**config.mk**
```make
export PLATFORM = sky130hd
export DESIGN_NAME = pattern_det
export DESIGN_NICKNAME = d
export VERILOG_FILES = /design/src/rtl/pattern_det_pkg.sv /design/src/rtl/pattern_det_sat_counter.sv /design/src/rtl/pattern_det.sv
export SDC_FILE = /design/constraint.sdc
export NUM_CORES = 1
export LEC_CHECK = 0
export CAP_MARGIN = 20
export CORE_MARGIN = 10
export CORE_UTILIZATION = 35
export CTS_BUF_LIST = sky130_fd_sc_hd__clkbuf_4
export DETAILED_ROUTE_END_ITERATION = 6
export SLEW_MARGIN = 15
export SYNTH_ARGS = -nofsm -noshare
export SYNTH_HDL_FRONTEND = slang
export SYNTH_SLANG_ARGS = --single-unit
```
**constraint.sdc**
```tcl
create_clock -name clk -period 5 [get_ports clk]
set_input_delay 1.5 -clock clk [delete_from_list [all_inputs] [get_ports clk]]
set_output_delay 1.5 -clock clk [all_outputs]
set_load 0.005 [all_outputs]
```
**src/rtl/pattern_det_pkg.sv**
```systemverilog
// Shared constants and helpers for the serial pattern detector.
package pattern_det_pkg;

   localparam logic [3:0]  PATTERN_DEFAULT = 4'b1101;
   localparam int unsigned W_MIN           = 2;
   localparam int unsigned W_MAX           = 16;

   // Width needed to count 0..w inclusive.
   function automatic int unsigned fill_width(input int unsigned w);
      return $clog2(w + 1);
   endfunction

endpackage

```
**src/rtl/pattern_det_sat_counter.sv**
```systemverilog
// Saturating up-counter with synchronous clear; clear wins over increment.
module sat_counter #(
   parameter int unsigned CNT_W = 8
) (
   input  logic             clk,
   input  logic             rst,
   input  logic             clr,
   input  logic             inc,
   output logic [CNT_W-1:0] cnt
);

   always_ff @(posedge clk) begin
      if (rst || clr)
         cnt <= '0;
      else if (inc && (cnt != '1))
         cnt <= cnt + 1'b1;
   end

endmodule

```
**src/rtl/pattern_det.sv**
```systemverilog
// Serial pattern detector with run-time reprogrammable pattern,
// selectable overlap semantics and a saturating match counter.
module pattern_det
   import pattern_det_pkg::*;
#(
   parameter int unsigned    W       = 4,
   parameter logic [W-1:0]   PATTERN = W'(PATTERN_DEFAULT),
   parameter bit             OVERLAP = 1'b1,
   parameter int unsigned    CNT_W   = 8
) (
   input  logic             clk,
   input  logic             rst,
   input  logic             x,
   input  logic             en,
   input  logic             pat_load,
   input  logic [W-1:0]     pat_in,
   input  logic             clr_cnt,
   output logic             z,
   output logic [CNT_W-1:0] match_cnt,
   output logic [W-1:0]     pat
);

   localparam int unsigned FW = fill_width(W);

   if ((W < W_MIN) || (W > W_MAX)) begin : g_bad_w
      $error("pattern_det: W out of legal range");
   end

   // Only the newest W-1 bits are ever needed: the oldest bit of the
   // shift window falls out before it could take part in a compare.
   logic [W-2:0] hist;
   logic [FW-1:0] fill;
   logic [W-1:0]  nw;
   logic          hit;

   assign nw  = {hist, x};
   assign hit = en && !pat_load && (nw == pat) && (fill >= FW'(W - 1));

   always_ff @(posedge clk) begin
      if (rst) begin
         hist <= '0;
         fill <= '0;
         pat  <= PATTERN;
         z    <= 1'b0;
      end else if (pat_load) begin
         pat  <= pat_in;
         hist <= '0;
         fill <= '0;
         z    <= 1'b0;
      end else if (en) begin
         z <= hit;
         if (hit && !OVERLAP) begin
            hist <= '0;
            fill <= '0;
         end else begin
            hist <= nw[W-2:0];
            fill <= (fill == FW'(W)) ? fill : fill + 1'b1;
         end
      end else begin
         z <= 1'b0;
      end
   end

   sat_counter #(
      .CNT_W (CNT_W)
   ) u_cnt (
      .clk (clk),
      .rst (rst),
      .clr (clr_cnt),
      .inc (hit),
      .cnt (match_cnt)
   );

endmodule

```
==> run summary, run 1 <==
worst rel slew slack - 0.7379
Core Rows - 19
worst skew pair latency - 0.29 ns
met3 wire len - 164 um
actual slew at the worst max-slew pin - 0.3896 ns
synth unique cells - 39
area delta synth->final - 25.31%
HPWL after DPL - 1735 um
DR WL/cell - 13.54 um
WP data required - 5.23 ns
most frequent cell after synthesis - dfxtp_1
Synth top cells by count - dfxtp_1 (19), nor2_1 (10), a21oi_1 (6), mux2i_1 (6), nand3_1 (6)
pwr/cell area - 216.3 nW/um^2
Hold Fails Final Rpt - 0
CTS Buffer Depth - 2
MaxCap Viol Count - 0
fillers - 282
CTS Sinks - 19
TNS Setup - 0 ns
H-tree lvl count - 1
Post-synth EDFFs - 0
area occupied by multi-input gates - 594.3 um^2
drc violations - 0
drt total wl - 2126 um
vias in the first global route - 866
Mapped Nets - 119
ys async rst share - 0
DRT Pass-1 Iters - 4
Critical Path End Type - register
post-synthesis register bit count - 19
Initial Utilization - 0.3680
clk_skew - 0.002454 ns
Hold Slack - 0.5091 ns
Yosys warning total - 0
minimum clock period - 2.950 ns
die area - 5487 um^2
Placer Congestion - 0.8446
Boundary Pins - 23
detailed-route via count - 820
TritonCTS buffer count - 3
Core Region - 2781 um^2
GRT overflow - 0
clk slew on worst S/H paths - 0.11 ns
critical path cell sequence - clkdlybuf4s50_1 -> nor2b_4 -> nand4_4 -> or4_1 -> a21oi_1
ANT nets after route - 0
Setup crit start kind - primary input
Top delay family on crit path - simple AND/OR/NAND/NOR gates
met2 wire len - 1035 um
CTS tree - built
postcts setup bufs - 0
largest net degree at the start of global routing - 11
max-slew violations - 0
share of layout cells above drive strength 1 - 0.1111
# port buffers - 22
Setup violations, final - 0
Syn Area/Cell - 9.747 um^2
max layer used - met4
WS Path Type - primary input to register
Via density - 5.223
Final period util - 0.5900
post-cts resize count - 0
static leakage - 0.4780 nW
CP max stage delay - 0.61 ns
diode count - 0
Initial DRC Count - 60
DIE WIDTH - 74.08 um
Overall Global Routing Usage - 0.08293
VDD IR max - 0.1235 mV
Max Clk Rate - 339.0 MHz
global-route wire length before repair - 3767 um
Critical Path Slowest Stage Cell - clkdlybuf4s50_1
critical path peak fanout - 9
Syn Inst Count - 105
dominant cell type by area after synthesis - dfxtp_1
outcome - finished clean
Die H - 74.08 um
CTS root buffer - clkbuf_4
initial antenna violation count - 0
Post-synth top flop - dfxtp_1
cell area after synthesis - 1023 um^2
register area share after synthesis - 0.3716
Arr. time, crit path - 3.18 ns
area taken by flip-flops and latches - 380.4 um^2
Hold Crit Class - register to register
fin nets - 141
WP buf/inv - 1
Synth area leaders - dfxtp_1 (37%), mux2i_1 (5.9%), xnor2_4 (5.4%)
met1 WL - 909 um
unrepaired setup endpoints after global routing - no
post-synth top area share - 0.3716
cts hold-fix bufs - 0
==> where the power goes <==
group	total, mW	switching (mW)	internal (mW)
sequential	0.159	0.00426	0.154
clock	0.0834	0.0470	0.0364
combinational	0.0353	0.0141	0.0212
total	0.277	0.0653	0.212
==> logic make-up (layout without fill, tap and decap cells) <==
| kind of cell | Yosys count | count (layout) | synth area share |
|---|---|---|---|
| xor+xnor | 5 | 5 | 0.08680 |
| fa+ha+maj | 4 | 4 | 0.04890 |
| mux | 6 | 6 | 0.05868 |
| flops | 19 | 19 | 0.3716 |
| simple gates | 39 | 39 | 0.2335 |
| buf+inv | 10 | 31 | 0.04768 |
| compound gates | 22 | 22 | 0.1528 |
==> worst register-to-register path, delay by kind of cell, from the launching register on <==
family / cells / cell delay [ns]
AND/OR/NAND/NOR: 1 / 0.51
flip-flops: 1 / 0.41
AO/OA/AOI/OAI: 3 / 0.49
adder cells (fa/ha/maj): 2 / 0.32
==> path summary, 6_finish.rpt <==
kind,cells after the start,startpoint,slack [ns],to
max,5,en,2.05,u_cnt.cnt[5]
min reg2reg,1,u_cnt.cnt[6],0.51,u_cnt.cnt[6]
min,1,u_cnt.cnt[6],0.51,u_cnt.cnt[6]
max reg2reg,6,fill[0],3.21,u_cnt.cnt[5]
==> per-layer routing <==
layer	vias up	GRT usage
met4	0	0.03727
li1	424	-
met3	2	0.03324
met5	-	0
met1	379	0.09593
met2	15	0.1316
==> per-stage QoR <==
stage	utilization	power (mW)	area, um^2	cells	setup slack (ns)
5_1_grt	0.4611	0.2939	1282	157	1.949
6_report	0.4611	0.2774	1282	157	2.050
3_5_place_dp	0.4503	0.1982	1252	153	1.736
4_1_cts	0.4611	0.2822	1282	157	2.055
2_1_floorplan	-	0.1843	1023	105	2.395
3_3_place_gp	0.4503	0.1971	1252	153	1.781
==> final cells by class <==
class / instances / share of cell area
multi-input combinational: 76 / 0.4634
sequential: 19 / 0.2966
inverter: 5 / 0.01463
clock buffer: 4 / 0.02341
timing repair buffer: 22 / 0.1717
tap: 31 / 0.03024
==> registers in the layout, summed over array words and instances, names as in the netlist <==
name,count
pat,4
hist,3
fill,3
u_cnt.cnt,8
z,1
==> placed cells by master (no fill, tap or decap), types with 2 or more instances in the layout <==
cell and count:
or4_1 2, dfxtp_1 19, a211o_1 4, nand2_1 4, inv_1 5, nor2_1 10, xnor2_4 2, nor2b_1 3
clkdlybuf4s50_1 22, or3_1 2, a21oi_1 6, clkbuf_4 4, nand3_1 6, or2_2 2, o31ai_1 2, xnor2_1 2
mux2i_1 6, o21ai_0 3, ha_1 4
Power figures use the tool's default switching activity.
==> run 2: changes to the inputs <==
Clock period 5 ns to 2.44 ns, I/O delays scaled along.
==> run summary, run 2 (same netlist as run 1, synthesis figures left out) <==
most frequent cells in the layout - clkdlybuf4s50_1 (22), dfxtp_1 (19), nor2_1 (10) (unchanged)
CTS Buffer Depth - 2 (unchanged)
diode count - 0 (unchanged)
Setup crit start kind - primary input (unchanged)
Initial Utilization - 0.3680 (unchanged)
fin nets - 144 (was 141)
VDD IR max - 0.2950 mV (was 0.1235 mV)
minimum clock period - 2.056 ns
worst rel slew slack - 0.7537 (was 0.7379)
unrepaired setup endpoints after global routing - no (unchanged)
CTS root buffer - clkbuf_4 (unchanged)
Final period util - 0.8425
Area after DPL - 1275 um^2 (was 1252 um^2)
Initial DRC Count - 35 (was 60)
Largest register FFs - 8 (unchanged)
total power - 577.2 uW (was 277.4 uW)
TritonCTS buffer count - 3 (unchanged)
HPWL after DPL - 1750 um (was 1735 um)
most common cell after layout, fill and taps aside - clkdlybuf4s50_1 (unchanged)
static leakage - 0.4924 nW (was 0.4780 nW)
biggest regs - u_cnt.cnt: 8 flops, pat: 4 flops (unchanged)
post-cts resize count - 0 (unchanged)
initial antenna violation count - 0 (unchanged)
clk slew on worst S/H paths - 0.11 ns (about the same)
reg-to-reg startpoint - fill[0] (unchanged)
fillers - 295 (was 282)
DIE WIDTH - 74.08 um (unchanged)
Arr. time, crit path - 2.30 ns (was 3.18 ns)
area delta synth->final - 27.51% (was 25.31%)
Hold Slack - 0.5050 ns (was 0.5091 ns)
Critical Path End Type - register (unchanged)
Overall Global Routing Usage - 0.08862 (was 0.08293)
H-tree lvl count - 1 (unchanged)
worst skew pair latency - 0.30 ns (was 0.29 ns)
Hold Startpoint - u_cnt.cnt[6] (unchanged)
DR WL/cell - 13.56 um (was 13.54 um)
outcome - finished clean (unchanged)
Boundary Pins - 23 (unchanged)
Hold Crit Class - register to register (unchanged)
# port buffers - 22 (unchanged)
Design Area, Final - 1305 um^2 (was 1282 um^2)
WP data required - 2.68 ns (was 5.23 ns)
cts hold-fix bufs - 0 (unchanged)
Hold EP - u_cnt.cnt[6] (unchanged)
TNS Setup - 0 ns (unchanged)
critical path peak fanout - 9 (unchanged)
global-route wire length before repair - 3877 um (was 3767 um)
Worst R2R Path Depth - 6 (unchanged)
postcts setup bufs - 0 (unchanged)
Largest Register - u_cnt.cnt (unchanged)
placed insts - 156 (was 153)
Hold Fails Final Rpt - 0 (unchanged)
WS Path Type - primary input to register (unchanged)
Via density - 5.281 (was 5.223)
vias in the first global route - 851 (was 866)
ANT nets after route - 0 (unchanged)
area taken by flip-flops and latches - 380.4 um^2 (unchanged)
CTS Sinks - 19 (unchanged)
Setup violations, final - 0 (unchanged)
CTS tree - built (unchanged)
GRT overflow - 0 (unchanged)
drc violations - 0 (unchanged)
clk_skew - 0.002285 ns (was 0.002454 ns)
share of layout cells above drive strength 1 - 0.1318 (was 0.1111)
Hold Path Stages - 1 (unchanged)
largest net degree at the start of global routing - 11 (unchanged)
Core Rows - 19 (unchanged)
pwr/cell area - 442.3 nW/um^2 (was 216.3 nW/um^2)
Placer Congestion - 0.8860 (was 0.8446)
Die H - 74.08 um (unchanged)
detailed-route via count - 845 (was 820)
area occupied by multi-input gates - 594.3 um^2 (unchanged)
Max Clk Rate - 486.5 MHz
reg2reg end - u_cnt.cnt[4] (was u_cnt.cnt[5])
die area - 5487 um^2 (unchanged)
actual slew at the worst max-slew pin - 0.3661 ns (was 0.3896 ns)
drt total wl - 2170 um (was 2126 um)
Post-Layout Cell Count - 160 (was 157)
Core Region - 2781 um^2 (unchanged)
MaxCap Viol Count - 0 (unchanged)
DRT Pass-1 Iters - 4 (unchanged)
max-slew violations - 0 (unchanged)
flop2flop setup slack - 0.68 ns (was 3.21 ns)
## run 2: changes by cell type in the layout (fill, tap and decap cells not counted)
cell	before	now
buf_4	0	3
## run 2: stage by stage
step | setup WS, ns | util
3_3_place_gp | 0.09015 | 0.4584
2_1_floorplan | 0.6031 | -
6_report | 0.3844 | 0.4692
3_5_place_dp | 0.04450 | 0.4584
5_1_grt | 0.2662 | 0.4692
4_1_cts | 0.3704 | 0.4692
## run 2: cell type report
| class | count | area share |
|---|---|---|
| inverter | 5 | 0.01438 |
| tap | 31 | 0.02972 |
| clock buffer | 4 | 0.02301 |
| multi-input combinational | 76 | 0.4554 |
| timing repair buffer | 25 | 0.1860 |
| sequential | 19 | 0.2915 |
## run 2: where the power goes
part           total (mW)  internal, mW  switching [mW]
Combinational      0.0764        0.0467          0.0298
Sequential          0.325         0.316         0.00873
Clock               0.176        0.0749           0.101
Total               0.577         0.438           0.139
## run 2: worst max-delay path by stage
stage                         from      endpoint  slack [ns]  cells past startpoint
after global routing             x  u_cnt.cnt[5]        0.27                      5
after global placement           x  u_cnt.cnt[4]        0.09                      5
after CTS                   pat[0]        pat[0]        0.37                      1
after detailed placement         x  u_cnt.cnt[4]        0.04                      5
after floorplan           pat_load  u_cnt.cnt[4]        0.60                      5
final                            x  u_cnt.cnt[4]        0.38                      5
## run 2: routing by layer
| layer | GRT usage | up-vias | share of wire |
|---|---|---|---|
| met3 | 0.03457 | 5 | 0.086 |
| met2 | 0.1383 | 22 | 0.45 |
| li1 | - | 429 | - |
| met5 | 0 | - | 0 |
| met4 | 0.05590 | 0 | 0.024 |
| met1 | 0.09908 | 389 | 0.44 |
## run 2: critical path, cell delays in order
cell and delay [ns]:
clkdlybuf4s50_1 0.58, xnor2_4 0.16, nand4_4 0.15, or4_1 0.53, a21oi_1 0.15
==> run 3: changes to the inputs <==
Clock period 2.44 ns to 1.95 ns, I/O delays scaled along.
==> run summary, run 3 (same netlist as run 1, synthesis figures left out) <==
initial antenna violation count - 0 (unchanged)
worst rel slew slack - 0.7532 (was 0.7537)
die area - 5487 um^2 (unchanged)
Critical Path Slowest Stage Cell - or4_1 (was clkdlybuf4s50_1)
clk_skew - 0.002452 ns (was 0.002285 ns)
H-tree lvl count - 1 (unchanged)
CTS tree - built (unchanged)
Worst R2R Path Depth - 6 (unchanged)
WP data required - 2.19 ns (was 2.68 ns)
global-route wire length before repair - 3905 um (was 3877 um)
TNS Setup - 0 ns (unchanged)
Setup crit start kind - primary input (unchanged)
Placer Congestion - 0.8849 (was 0.8860)
Hold Fails Final Rpt - 0 (unchanged)
DR WL/cell - 14.01 um (was 13.56 um)
drt total wl - 2256 um (was 2170 um)
VDD IR max - 0.3419 mV (was 0.2950 mV)
WS Path Type - primary input to register (unchanged)
area delta synth->final - 28.73% (was 27.51%)
biggest regs - u_cnt.cnt: 8 flops, pat: 4 flops (unchanged)
DRT Pass-1 Iters - 4 (unchanged)
outcome - finished clean (unchanged)
Initial Utilization - 0.3680 (unchanged)
minimum clock period - 1.858 ns
Die H - 74.08 um (unchanged)
Setup violations, final - 0 (unchanged)
actual slew at the worst max-slew pin - 0.3669 ns (was 0.3661 ns)
Max Clk Rate - 538.1 MHz
pwr/cell area - 536.7 nW/um^2 (was 442.3 nW/um^2)
largest net degree at the start of global routing - 12 (was 11)
critical path peak fanout - 9 (unchanged)
diode count - 0 (unchanged)
reg2reg end - u_cnt.cnt[5] (was u_cnt.cnt[4])
Initial DRC Count - 41 (was 35)
worst skew pair latency - 0.30 ns (about the same)
Overall Global Routing Usage - 0.08892 (was 0.08862)
Core Rows - 19 (unchanged)
total power - 707.1 uW (was 577.2 uW)
Critical Path End Type - register (unchanged)
share of layout cells above drive strength 1 - 0.1692 (was 0.1318)
Hold Crit Class - register to register (unchanged)
Largest Register - u_cnt.cnt (unchanged)
vias in the first global route - 867 (was 851)
Arr. time, crit path - 2.10 ns (was 2.30 ns)
ANT nets after route - 0 (unchanged)
post-cts resize count - 0 (unchanged)
static leakage - 0.5055 nW (was 0.4924 nW)
critical path startpoint - en (was x)
Top delay family on crit path - simple AND/OR/NAND/NOR gates (unchanged)
cts hold-fix bufs - 0 (unchanged)
most common cell after layout, fill and taps aside - clkdlybuf4s50_1 (unchanged)
flop2flop setup slack - 0.13 ns (was 0.68 ns)
CTS Sinks - 19 (unchanged)
# port buffers - 22 (unchanged)
CP max stage delay - 0.54 ns (was 0.58 ns)
TritonCTS buffer count - 3 (unchanged)
unrepaired setup endpoints after global routing - no (unchanged)
CTS root buffer - clkbuf_4 (unchanged)
CP Depth - 5 (unchanged)
detailed-route via count - 849 (was 845)
fin nets - 145 (was 144)
WP buf/inv - 1 (unchanged)
Final period util - 0.9530
MaxCap Viol Count - 0 (unchanged)
HPWL after DPL - 1795 um (was 1750 um)
Core Region - 2781 um^2 (unchanged)
most frequent cells in the layout - clkdlybuf4s50_1 (21), dfxtp_1 (15), nor2_1 (10) (was clkdlybuf4s50_1 (22), dfxtp_1 (19), nor2_1 (10))
Via density - 5.273 (was 5.281)
GRT overflow - 0 (unchanged)
Boundary Pins - 23 (unchanged)
CP endpoint - u_cnt.cnt[5] (was u_cnt.cnt[4])
Largest register FFs - 8 (unchanged)
CTS Buffer Depth - 2 (unchanged)
max-slew violations - 0 (unchanged)
reg-to-reg startpoint - fill[0] (unchanged)
DIE WIDTH - 74.08 um (unchanged)
drc violations - 0 (unchanged)
clk slew on worst S/H paths - 0.11 ns (about the same)
critical path cell sequence - clkdlybuf4s50_1 -> nor2b_4 -> nand4_4 -> or4_1 -> a21oi_1 (was clkdlybuf4s50_1 -> xnor2_4 -> nand4_4 -> or4_1 -> a21oi_1)
postcts setup bufs - 0 (unchanged)
[run 3: where the power goes]
group	internal (mW)	switching [mW]
combinational	0.0583	0.0377
clock	0.0766	0.127
sequential	0.397	0.0104
[run 3: layer usage]
metal,routed length (um),share of wire,GRT usage
met1,950,0.42,0.09377
met2,1075,0.48,0.1468
met3,185,0.082,0.03723
met4,45,0.020,0.04969
met5,0,0,0
[run 3: worst min-delay path by stage]
stage	start	to	slack, ns	cells after the start
after floorplan	fill[2]	fill[2]	0.47	2
after global placement	u_cnt.cnt[6]	u_cnt.cnt[6]	0.49	1
after detailed placement	u_cnt.cnt[6]	u_cnt.cnt[6]	0.50	1
after CTS	u_cnt.cnt[6]	u_cnt.cnt[6]	0.52	1
after global routing	u_cnt.cnt[6]	u_cnt.cnt[6]	0.53	1
final	u_cnt.cnt[6]	u_cnt.cnt[6]	0.50	1
[run 3: stage by stage]
step | util | std cells | area [um^2] | hold WS, ns | setup slack (ns)
finish | 0.4737 | 161 | 1318 | 0.5047 | 0.09163
CTS | 0.4710 | 161 | 1310 | 0.5150 | 0.02295
global placement | 0.4611 | 157 | 1282 | 0.4886 | -0.2560
detailed placement | 0.4611 | 157 | 1282 | 0.4983 | -0.2952
global route | 0.4737 | 161 | 1318 | 0.5328 | 0.004444
floorplan | - | 105 | 1023 | 0.4726 | 0.2601
[run 3: final cells by class]
type / instances / area, um^2
Clock inverter: 1 / 5.005
Multi-Input combinational cell: 76 / 594.3
Tap cell: 31 / 38.79
Fill cell: 286 / 1464
Inverter: 5 / 18.77
Clock buffer: 3 / 22.52
Timing Repair Buffer: 26 / 252.7
Sequential cell: 19 / 385.4
==> RTL edit 1: new RTL, settings of run 1 <==
`CNT_W` is set to 8 in 2 places; all go to 10.
--- a/src/rtl/pattern_det_sat_counter.sv
+++ b/src/rtl/pattern_det_sat_counter.sv
@@ -1,6 +1,6 @@
 // Saturating up-counter with synchronous clear; clear wins over increment.
 module sat_counter #(
-   parameter int unsigned CNT_W = 8
+   parameter int unsigned CNT_W = 10
 ) (
    input  logic             clk,
    input  logic             rst,
--- a/src/rtl/pattern_det.sv
+++ b/src/rtl/pattern_det.sv
@@ -6,7 +6,7 @@
    parameter int unsigned    W       = 4,
    parameter logic [W-1:0]   PATTERN = W'(PATTERN_DEFAULT),
    parameter bit             OVERLAP = 1'b1,
-   parameter int unsigned    CNT_W   = 8
+   parameter int unsigned    CNT_W   = 10
 ) (
    input  logic             clk,
    input  logic             rst,
Interface: changed (resized match_cnt); port bits go from 23 to 25. The function was not compared with the original's and may differ.
==> RTL edit 1 against run 1 <==
  * Final cell count is 20% higher
  * Setup slack got worse by 0.12 ns
  * Clock skew grew 0.0021 ns
  * Sequential cell count up 2
  * Synthesized cell count up 19%
  * Synthesized area grew 8.1%
  * Total power increased by 6.8%
  * Final area rose by 7.8%
  * Wire length increased by 18%
  * Critical endpoint is now u_cnt.cnt[1]
  * Highest routed layer unchanged
==> RTL edit 1: results (changes against run 1) <==
Status
  • Status: finished clean

Logic synthesis
  • Xor and xnor fraction of the mapped netlist area: 3.96% (-4.7 points)
  • Avg Cell Area, Syn: 8.85 um^2 (-9.2%)
  • Synth area leaders: dfxtp_1 (38%), mux2i_1 (9.0%), ha_1 (4.5%)
  • Post-synthesis sequential area ratio: 38.0% (+0.85 points)

Hold path
  • Worst Hold End: u_cnt.cnt[5]
  • Hold path cells: 2 (+1)

Global routing
  • GRT Total Usage: 8.41% (+0.12 points)
  • Vias in the first global route: 888 (+2.5%)
  • Global Route met1 Usage: 10.1% (+0.56 points)

Cells and area
  • Layout clock area frac: 2.17% (-0.17 points)
  • Plain + repair buffers: 24 (+9.1%)
  • Logic inverters: 6 (+1)
  • Data buffer area share: 17.4% (+0.20 points)
  • Fraction of final layout cells sized beyond drive strength 1: 5.52% (-5.6 points)
  • Seq/total area: 30.4% (+0.75 points)

Drt
  • Met2 WL post-DR: 1140 um (+10%)
  • Avg WL per Cell: 13.3 um (-2.0%)

Placed design
  • Routability Congestion: 0.774 (-8.3%)

Timing
  • Slew HR: 53.0% (-21 points)

Worst setup path
  • Worst Path Arrival: 3.32 ns (+0.14 ns)
  • Worst-path maximum fanout: 11 (+2)
  • CP max stage delay: 0.56 ns (-0.05 ns)

Power
  • Worst IR Drop VDD: 121 uV (-2.4%)
  • P per Cell Area: 214 nW/um^2 (-0.92%)
RTL edit 1: cell count changes after synthesis, sizes merged, moves of 4 or more:
cell,run 1,this run
nand2,4,10
nand4,2,7
a21oi,6,2
mux2i,6,10
xnor2,5,1
xor2,0,4
RTL edit 1: power by group:
group          leakage [uW]  switching [uW]  internal, uW
sequential         0.000170            3.01           170
clock             0.0000184            53.2          36.4
combinational      0.000365            15.3          17.9
total              0.000554            71.5           225
RTL edit 1: how the worst max path moves through the flow:
stage	end	cells after the start	start	slack (ns)
6_report	u_cnt.cnt[1]	5	pat_load	1.93
5_1_grt	u_cnt.cnt[1]	5	pat_load	1.73
4_1_cts	u_cnt.cnt[1]	5	en	1.92
3_5_place_dp	u_cnt.cnt[1]	5	en	1.60
3_3_place_gp	u_cnt.cnt[1]	5	pat_load	1.67
2_1_floorplan	u_cnt.cnt[1]	6	pat_load	2.43
==> RTL edit 2: new RTL, settings of run 1 <==
Made on the original files. Put a register stage on the output `match_cnt`. The value now appears one clock later. The other outputs are not delayed to match.
--- a/src/rtl/pattern_det.sv
+++ b/src/rtl/pattern_det.sv
@@ -21,6 +21,8 @@
 );
 
    localparam int unsigned FW = fill_width(W);
+
+   logic [CNT_W-1:0] match_cnt_d;
 
    if ((W < W_MIN) || (W > W_MAX)) begin : g_bad_w
       $error("pattern_det: W out of legal range");
@@ -68,8 +70,12 @@
       .rst (rst),
       .clr (clr_cnt),
       .inc (hit),
-      .cnt (match_cnt)
+      .cnt (match_cnt_d)
    );
+
+   always_ff @(posedge clk) begin
+      match_cnt <= match_cnt_d;
+   end
 
 endmodule
 
Behaviour: not the same (a bounded check fails within 10 cycles, from zero or initial values and one cycle with rst high).
==> RTL edit 2 against run 1 <==
  * Count of clock-buffer cells in the layout did not move
  * Die area rose by 11%
  * Synthesized area rose by 16%
  * Clock skew rose by 0.0051 ns
  * Total power rose by 27%
  * Sequential cell count rose by 8
  * Register-to-register slack barely moved
  * Sequential power rose by 40%
  * Hold slack got worse by 0.11 ns
  * Wire length rose by 2.0%
  * Setup slack got worse by 0.00094 ns
  * Final area rose by 14%
  * Global-route usage fell by 1.4 points
  * Critical path type unchanged
==> RTL edit 2: results (changes against run 1) <==
Worst setup path
  • CP max stage delay: 0.63 ns (+0.02 ns)
  • Worst-path maximum fanout: 9 (unchanged)
  • Worst Path Arrival: 3.20 ns (+0.02 ns)
  • Worst r2r src: fill[0]
  • Worst r2r dst: u_cnt.cnt[4]
  • R2R Setup Slk: 3.20 ns (about the same)

Cells and area
  • Filler cell count: 342 (+21%)
  • Commonest non-fill, non-tap cell in the layout: dfxtp_1
  • Largest registers: match_cnt x8, u_cnt.cnt x8, pat x4
  • Number of diodes: 0 (unchanged)
  • Layout Nets: 149 (+5.7%)
  • Final instance area: 1460 um^2 (+14%)
  • Fraction of final layout cells sized beyond drive strength 1: 10.4% (-0.66 points)

Timing
  • Hold Fails Final Rpt: 0 (unchanged)
  • Max-slew violation count: 0 (unchanged)
  • Slew HR: 74.9% (+1.1 points)
  • Post-Route Skew: 0.00753 ns (+0.00507 ns)
  • Final hold slack: 0.397 ns (-0.113 ns)

Hold path
  • Hold path cells: 0 (-1)
  • Worst Hold End: match_cnt[1]
  • Hold Startpoint: u_cnt.cnt[1]
  • Min-Delay Path Class: flop to flop

Logic synthesis
  • Synth area leaders: dfxtp_1 (46%), mux2i_1 (5.1%), xnor2_4 (4.7%)
  • Unique masters post-synth: 39 (unchanged)
  • Commonest cells in the netlist: dfxtp_1 (27), nor2_1 (10), a21oi_1 (6), mux2i_1 (6), nand3_1 (6)
  • Xor and xnor fraction of the mapped netlist area: 7.51% (-1.2 points)
  • Synth Warn #: 0 (unchanged)
  • Post-synthesis sequential area ratio: 45.7% (+8.5 points)
  • Synth Area in Compound Gates: 13.2% (-2.1 points)
  • Adder-Cell Fraction of Synth Area: 4.23% (-0.66 points)
  • Syn_nets: 127 (+6.7%)
  • Multiplexer share of the synthesized area: 5.07% (-0.79 points)

Drt
  • 1st-iter DRT viols: 83 (+38%)
  • WL final: 2170 um (+2.0%)
  • Met2 WL post-DR: 1040 um (+0.87%)
  • Vias: 865 (+5.5%)
  • DR WL met3: 162 um (-1.2%)
  • Post-Route M1 WL: 951 um (+4.6%)
  • Pre-antenna DRT Iters: 4 (unchanged)

Global routing
  • Pin count of the biggest net entering global routing: 15 (+4)
  • Vias in the first global route: 830 (-4.2%)
  • GRT Total Usage: 6.89% (-1.4 points)
  • First-pass GRT wire length: 3600 um (-4.4%)

Clocking
  • Clock Latency Late Sink: 0.31 ns (+0.02 ns)
  • Post-CTS sizing: 0 (unchanged)
  • Setup repair bufs after CTS: 0 (unchanged)
  • Clock slew at reported path FFs: 0.13 ns (+0.02 ns)
  • Max clock buf depth: 2 (unchanged)

Placed design
  • Routability Congestion: 0.767 (-9.2%)
  • Placed instance area: 1430 um^2 (+14%)
  • Detail Placement HPWL: 1720 um (-0.92%)

Power
  • Net Sw Power: 76.8 uW (+18%)
  • P_leak: 0.000542 uW (+13%)
  • Worst IR Drop VDD: 105 uV (-15%)

Status
  • Status: finished clean
-- RTL edit 2: changes by cell type in the layout (fill, tap and decap cells not counted), sizes merged --
cell   delta
dfxtp     +8
-- RTL edit 2: cells by family (layout without fill, tap and decap cells) --
| logic type | Yosys count | in the layout |
|---|---|---|
| AO/OA/AOI/OAI | 22 | 22 |
| multiplexers | 6 | 6 |
| XOR/XNOR | 5 | 5 |
| adder cells (fa/ha/maj) | 4 | 4 |
| AND/OR/NAND/NOR | 39 | 39 |
| flip-flops | 27 | 27 |
| buffers and inverters | 10 | 31 |
-- RTL edit 2: per-stage QoR --
step           cells  setup slack (ns)  total power, uW
2_1_floorplan    113              2.40              249
3_3_place_gp     176              1.77              262
3_5_place_dp     176              1.71              263
4_1_cts          180              2.04              358
5_1_grt          180              2.01              374
6_report         180              2.05              353
-- RTL edit 2: final cells by class --
class | count | area share (%)
inverter | 5 | 1.28
sequential | 27 | 37.0
tap | 46 | 3.94
clock buffer | 4 | 2.05
timing repair buffer | 22 | 15.1
multi-input combinational | 76 | 40.7
-- RTL edit 2: power by group through the flow --
stage | Clock [uW] | Combinational [uW] | Sequential, uW
global route | 112 | 38.4 | 223
CTS | 99.1 | 36.1 | 222
detailed placement | 0 | 36.0 | 227
floorplan | 0 | 22.5 | 227
global placement | 0 | 35.1 | 227
finish | 95.2 | 35.4 | 222
-- RTL edit 2: how the worst max path moves through the flow --
stage / end / start / slack, ns / depth (start not counted)
floorplan: u_cnt.cnt[4] / pat_load / 2.40 / 5
global placement: u_cnt.cnt[5] / en / 1.77 / 5
detailed placement: u_cnt.cnt[4] / en / 1.71 / 5
CTS: u_cnt.cnt[4] / en / 2.04 / 5
global route: u_cnt.cnt[4] / en / 2.01 / 5
finish: u_cnt.cnt[4] / en / 2.05 / 5
-- RTL edit 2: worst reg2reg max path, stage by stage (launching register included) --
cell and delay [ns]:
dfxtp_1 0.42, ha_1 0.17, ha_1 0.14, a211o_1 0.15, o211ai_2 0.21, or4_1 0.51, a21oi_1 0.15
-- RTL edit 2: routing by layer --
layer | track usage (%) | up-vias
met3 | 3.42 | 2
met1 | 7.21 | 396
met5 | 0 | -
li1 | - | 445
met4 | 1.61 | 0
met2 | 12.1 | 22
